--- config.mk ---
export PLATFORM = sky130hd
export DESIGN_NAME = ahb_bridge_arbiter
export DESIGN_NICKNAME = d
export VERILOG_FILES = /design/src/rtl/ahb_bridge_arbiter_pkg.sv /design/src/rtl/ahb_bridge_arbiter_rr.sv /design/src/rtl/ahb_bridge_arbiter.sv
export SDC_FILE = /design/constraint.sdc
export NUM_CORES = 1
export LEC_CHECK = 0
export ABC_CLOCK_PERIOD_IN_PS = 7700
export CAP_MARGIN = 20
export CORE_MARGIN = 1.5
export CORE_UTILIZATION = 40
export DETAILED_ROUTE_END_ITERATION = 10
export DONT_BUFFER_PORTS = 1
export GPL_TIMING_DRIVEN = 0
export PLACE_DENSITY = 0.55
export SETUP_SLACK_MARGIN = 0.05
export SYNTH_ARGS = -nofsm -noshare
export SYNTH_HDL_FRONTEND = slang
export SYNTH_SLANG_ARGS = --single-unit
--- constraint.sdc ---
create_clock -name Hclk -period 7.7 [get_ports Hclk]
set_input_delay 1.155 -clock Hclk [delete_from_list [all_inputs] [get_ports Hclk]]
set_output_delay 1.155 -clock Hclk [all_outputs]
set_load 0.05 [all_outputs]
--- src/rtl/ahb_bridge_arbiter_pkg.sv ---
// rtl/ahb_bridge_arbiter_pkg.sv - shared types and constants for the AHB bridge arbiter
// Contents: arb_state_t FSM encoding, AHB HTRANS/HRESP codes,
//           default bridge address window and a window-check helper.
package bridge_arb_pkg;

   typedef enum logic [1:0] {
      IDLE = 2'd0,
      ADDR = 2'd1,
      DATA = 2'd2,
      BUSY = 2'd3
   } arb_state_t;

   localparam logic [1:0]  HTRANS_IDLE    = 2'b00;
   localparam logic [1:0]  HTRANS_NONSEQ  = 2'b10;
   localparam logic [1:0]  HRESP_OKAY     = 2'b00;

   localparam logic [31:0] BRIDGE_ADDR_LO = 32'h8000_0000;
   localparam logic [31:0] BRIDGE_ADDR_HI = 32'h8C00_0000;

   // Window is [lo, hi): lo itself is valid, hi is the first invalid address.
   function automatic logic in_window(input logic [31:0] addr,
                                      input logic [31:0] lo,
                                      input logic [31:0] hi);
      return (addr >= lo) && (addr < hi);
   endfunction

endpackage

--- src/rtl/ahb_bridge_arbiter_rr.sv ---
// rtl/ahb_bridge_arbiter_rr.sv - combinational round-robin pick for the bridge arbiter
// Ports:
//   req   in  N    request lines
//   ptr   in  IW   index of the previous winner
//   grant out N    one-hot winner (all zero when no request)
//   index out IW   binary index of the winner
module rr_arbiter #(
   parameter int N  = 2,
   parameter int IW = (N > 1) ? $clog2(N) : 1
) (
   input  logic [N-1:0]  req,
   input  logic [IW-1:0] ptr,
   output logic [N-1:0]  grant,
   output logic [IW-1:0] index
);

   // Requester index k steps after the previous winner, with wrap.
   function automatic logic [IW-1:0] slot(input logic [IW-1:0] p, input int k);
      return IW'((int'(p) + k) % N);
   endfunction

   // Walk from the farthest slot to the nearest one; the last hit wins,
   // which gives the nearest requester after ptr the highest priority.
   always_comb begin
      grant = '0;
      index = '0;
      for (int k = N; k >= 1; k--) begin
         if (req[slot(ptr, k)]) begin
            grant = N'(1) << slot(ptr, k);
            index = slot(ptr, k);
         end
      end
   end

endmodule

--- src/rtl/ahb_bridge_arbiter.sv ---
// rtl/ahb_bridge_arbiter.sv - shares the AHB-to-APB bridge slave port among N_REQ requesters
// Ports:
//   Hclk, Hreset                  clock, asynchronous active-high reset
//   req/req_write/req_addr/req_wdata  per-requester request, packed 32 bits per requester
//   gnt/done/err                  one-hot per-requester grant, completion and error pulses
//   rdata                         read data, valid in the done cycle of a read
//   Haddr/Hwdata/Hwrite/Htrans/Hreadyin  bridge AHB master outputs
//   Hreadyout/Hrdata/Hresp        bridge AHB slave responses
module ahb_bridge_arbiter
   import bridge_arb_pkg::*;
#(
   parameter int          N_REQ   = 2,
   parameter int          TIMEOUT = 64,
   parameter logic [31:0] ADDR_LO = BRIDGE_ADDR_LO,
   parameter logic [31:0] ADDR_HI = BRIDGE_ADDR_HI
) (
   input  logic                Hclk,
   input  logic                Hreset,
   input  logic [N_REQ-1:0]    req,
   input  logic [N_REQ-1:0]    req_write,
   input  logic [N_REQ*32-1:0] req_addr,
   input  logic [N_REQ*32-1:0] req_wdata,
   output logic [N_REQ-1:0]    gnt,
   output logic [N_REQ-1:0]    done,
   output logic [N_REQ-1:0]    err,
   output logic [31:0]         rdata,
   output logic [31:0]         Haddr,
   output logic [31:0]         Hwdata,
   output logic                Hwrite,
   output logic [1:0]          Htrans,
   output logic                Hreadyin,
   input  logic                Hreadyout,
   input  logic [31:0]         Hrdata,
   input  logic [1:0]          Hresp
);

   localparam int IDX_W = (N_REQ > 1) ? $clog2(N_REQ) : 1;
   localparam int CNT_W = (TIMEOUT > 1) ? $clog2(TIMEOUT) : 1;
   localparam logic [CNT_W-1:0] COUNT_LAST = CNT_W'(TIMEOUT - 1);

   arb_state_t       state;
   logic [IDX_W-1:0] ptr;        // previous winner; also the owner of the live transfer
   logic [CNT_W-1:0] count;
   logic [31:0]      lat_wdata;
   logic             lat_write;

   logic [N_REQ-1:0] cand_req;
   logic [N_REQ-1:0] win_grant;
   logic [IDX_W-1:0] win_idx;
   logic [31:0]      win_addr;
   logic             win_ok;
   logic [N_REQ-1:0] owner;

   // A requester still sees its own done/err in this cycle and may not
   // have dropped req yet; hide it so the finished request is not re-served.
   assign cand_req = req & ~(done | err);

   rr_arbiter #(
      .N  (N_REQ),
      .IW (IDX_W)
   ) u_rr (
      .req   (cand_req),
      .ptr   (ptr),
      .grant (win_grant),
      .index (win_idx)
   );

   assign win_addr = req_addr[32*int'(win_idx) +: 32];
   assign win_ok   = in_window(win_addr, ADDR_LO, ADDR_HI);
   assign owner    = N_REQ'(1) << ptr;

   always_ff @(posedge Hclk or posedge Hreset) begin
      if (Hreset) begin
         state     <= IDLE;
         ptr       <= IDX_W'(N_REQ - 1);
         count     <= '0;
         lat_wdata <= '0;
         lat_write <= 1'b0;
         gnt       <= '0;
         done      <= '0;
         err       <= '0;
         rdata     <= '0;
         Haddr     <= '0;
         Hwdata    <= '0;
         Hwrite    <= 1'b0;
         Htrans    <= HTRANS_IDLE;
         Hreadyin  <= 1'b0;
      end else begin
         Hreadyin <= 1'b1;
         gnt      <= '0;
         done     <= '0;
         err      <= '0;

         case (state)
            IDLE: begin
               if (|cand_req) begin
                  ptr       <= win_idx;
                  lat_wdata <= req_wdata[32*int'(win_idx) +: 32];
                  lat_write <= req_write[win_idx];
                  if (win_ok) begin
                     state  <= ADDR;
                     gnt    <= win_grant;
                     Htrans <= HTRANS_NONSEQ;
                     Haddr  <= win_addr;
                     Hwrite <= req_write[win_idx];
                  end else begin
                     // Out-of-window: reject without touching the bus.
                     err <= win_grant;
                  end
               end
            end

            ADDR: begin
               Htrans <= HTRANS_IDLE;
               Hwdata <= lat_wdata;
               count  <= '0;
               state  <= DATA;
            end

            // Bridge may keep Hreadyout high for a cycle before stalling.
            DATA: begin
               if (count == COUNT_LAST) begin
                  err    <= owner;
                  Htrans <= HTRANS_IDLE;
                  state  <= IDLE;
               end else begin
                  count <= count + 1'b1;
                  if (!Hreadyout) begin
                     state <= BUSY;
                  end
               end
            end

            // A real response in the last allowed cycle beats the timeout.
            BUSY: begin
               if (Hreadyout) begin
                  if (!lat_write) begin
                     rdata <= Hrdata;
                  end
                  if (Hresp == HRESP_OKAY) begin
                     done <= owner;
                  end else begin
                     err <= owner;
                  end
                  state <= IDLE;
               end else if (count == COUNT_LAST) begin
                  err    <= owner;
                  Htrans <= HTRANS_IDLE;
                  state  <= IDLE;
               end else begin
                  count <= count + 1'b1;
               end
            end

            default: state <= IDLE;
         endcase
      end
   end

endmodule
==> flow_metrics.py <==
metrics = {
    "cells_and_area": {
        "drive_above_1_share_pct": 14.42,
        "fin_nets": 774,
        "fin_util_pct": 47.51,
        "fillers": 1467,
        "layout_common_cells": "dfrtp_1, nand2_1, mux2i_1, o21ai_0, a21oi_1",
        "area_growth_pct": 14.81,
    },
    "global_routing": {
        "grt_start_max_net_pins": 79,
        "grt-ovfl-total": 0,
        "grt_pass1_vias": 4505,
        "grt_use_total_pct": 19.27,
        "grt_pass1_wl_mm": 24.14,
        "antenna_found_initial": 1,
    },
    "sta": {
        "fin_crit_sh_pct": 30.87,
        "fin_worst_skew_ps": 10.12,
        "rsz0062_at_grt": "no",
        "hold_viol": 0,
        "max-slew-margin-rel_pct": 52.61,
        "fin_ws_ps": 5323,
        "period_needed_ps": 2377,
        "setup_viol": 0,
        "slew_viol_final": 0,
        "fmax_mhz": 420.8,
        "tns_ps": 0,
        "worstMarginPinSlew_ps": 710.9,
    },
    "setup_path": {
        "crit_top_cell": "clkbuf_1",
        "crit_chain": "nor3b_1, o21ai_1, clkbuf_1, clkbuf_1, nand2_1, o21ai_0",
        "critPathKind": "in -> reg",
        "cp-start-kind": "input pin",
        "crit_required_ps": 8030,
        "slowest_stage": "clkbuf_1",
        "critPathMaxFanout": 10,
        "arrival_ps": 2700,
        "r2r_cells": 6,
        "end_kind": "register",
        "max_stage_delay_ps": 430,
    },
    "clock_tree": {
        "numCtsBuffers": 17,
        "cts-htree-levels": 4,
        "cts_hold_buf": 0,
        "cts_tree": "built",
        "postCtsSetupRepairBufs": 0,
        "cts_root_buf": "clkbuf_16",
        "max-clock-path-buffers": 2,
        "cts_sinks": 147,
        "path_clk_slew_ps": 60,
        "clkLatencyLatePin_ps": 420,
        "post_cts_resize_count": 0,
    },
    "place": {
        "io_buffer_count": 0,
        "dpl.hpwl_mm": 11.92,
        "gp_congestion": 0.8822,
        "pre_cts_slack_ps": 4872,
    },
    "logic_synthesis": {
        "synth-seq-cells": 147,
        "ys_warn_count": 0,
        "syn_area_sq_um": 6337,
        "synth_area_per_cell_sq_um": 10.85,
        "netlist-cell-type-count": 41,
        "yosysSeqAreaShare_pct": 58.07,
        "synth_fp_nets": 754,
        "synth_cells": 584,
    },
    "hold_path": {
        "hold_path_depth": 2,
        "holdCritPathClass": "reg -> reg",
    },
    "pwr": {
        "peakVddDrop_mv": 0.1948,
        "power_density_nw_per_um2": 513.2,
        "p_leak_nw": 3.540,
    },
    "drt": {
        "avgViaCountPerCell": 5.304,
        "dr.pass1.iters": 4,
        "wirelength_mm": 15.99,
        "drc": 0,
        "wl_per_cell_um": 19.29,
        "antenna_left": 0,
        "vias": 4397,
        "drt_iter0_drc": 196,
    },
    "floorplanning": {
        "die_x_um": 128.9,
        "die-height_um": 128.9,
        "io_pins": 275,
        "start_util_pct": 41.38,
        "die_area_sq_um": 16610,
        "core_area_sq_um": 15310,
        "rows": 45,
    },
    "status": {
        "outcome": "finished, final reports clean",
    },
    "flow_run": {
        "maxCapViolations": 0,
    },
}
-- metrics by stage --
stage               power [mW]  instance area (sq um)  cells  hold WS (ps)
floorplan                2.642                   6337    584         438.6
global placement         2.837                   6601    795         449.3
detailed placement       2.880                   6634    796         447.6
CTS                      3.770                   7273    828         466.7
global route             3.928                   7276    829         488.3
finish                   3.734                   7276    829         462.4
-- power breakdown --
group          switching [mW]  internal (mW)
Sequential               1.04           1.09
Clock                   0.331          0.555
Combinational           0.406          0.313
Total                    1.78           1.95
-- cell type report --
| class | instances | area, sq um | share of cell area (%) |
|---|---|---|---|
| Sequential cell | 147 | 3680 | 50.58 |
| Multi-Input combinational cell | 390 | 2421 | 33.28 |
| Clock buffer | 18 | 439.2 | 6.036 |
| Tap cell | 211 | 264.0 | 3.629 |
| Buffer | 42 | 217.7 | 2.992 |
| Clock inverter | 14 | 200.2 | 2.752 |
| Timing Repair Buffer | 1 | 27.53 | 0.3783 |
| Inverter | 5 | 23.77 | 0.3267 |
| Antenna cell | 1 | 2.502 | 0.03439 |
-- layer usage --
layer / vias up / global-route usage [%] / share of wire, % / wire length (um)
met5: - / 0 / 0 / 0
met4: 0 / 7.865 / 1.6 / 261
met3: 15 / 6.570 / 8.1 / 1297
met2: 202 / 33.06 / 50 / 8008
met1: 2121 / 22.09 / 40 / 6424
li1: 2059 / - / - / -
-- worst max-delay path, delay by kind of cell --
family / cells / cell delay [ps]
AO/OA/AOI/OAI: 2 / 450
buffers and inverters: 2 / 860
AND/OR/NAND/NOR: 2 / 230
-- sequential cells by signal, summed over array words and instances (netlist names) --
name,flops
count,6
err,2
Htrans,1
done,2
Haddr,32
Hwdata,32
lat_wdata,32
Hreadyin,1
Hwrite,1
rdata,32
gnt,2
ptr,1
lat_write,1
state,2
-- path summary, 6_finish.rpt --
path	slack [ps]	start	end
min reg2reg	460	lat_wdata[2]	Hwdata[2]
min	460	lat_wdata[2]	Hwdata[2]
max in group asynchronous	6150	Hreset	ptr
min in group asynchronous	730	Hreset	Hwdata[11]
max reg2reg	5370	err[0]	lat_wdata[12]
max	5320	req[0]	lat_wdata[12]
-- kinds of logic after synthesis --
kind of cell | share of synthesized area (%)
AND/OR/NAND/NOR | 11.45
flip-flops | 58.07
AO/OA/AOI/OAI | 10.64
multiplexers | 15.66
buffers and inverters | 3.732
other | 0.1185
adder cells (fa/ha/maj) | 0.1974
XOR/XNOR | 0.1382
-- synth_stat cells (all sizes together) --
cell type	n	share of area, %
a2111oi	2	0.30
a21o	3	0.36
a21oi	34	2.7
a22o	1	0.14
a31oi	31	3.1
and2	4	0.39
and4	1	0.14
buf	20	2.1
clkbuf	22	1.3
conb	2	0.12
dfrtp	146	58
dfstp	1	0.41
ha	1	0.20
inv	5	0.30
mux2	33	5.9
mux2i	62	9.8
nand2	146	8.6
nand2b	2	0.20
nand3	2	0.16
nand4	2	0.20
nor2	5	0.30
nor2b	2	0.20
nor3	1	0.079
nor3b	2	0.24
nor4	2	0.20
nor4b	2	0.28
o21a	1	0.12
o21ai	38	3.0
o22ai	2	0.41
o2bb2ai	3	0.41
o311a	1	0.16
or2	2	0.20
or3	1	0.099
or3b	1	0.14
xnor2	1	0.14
Power figures use the tool's default switching activity.
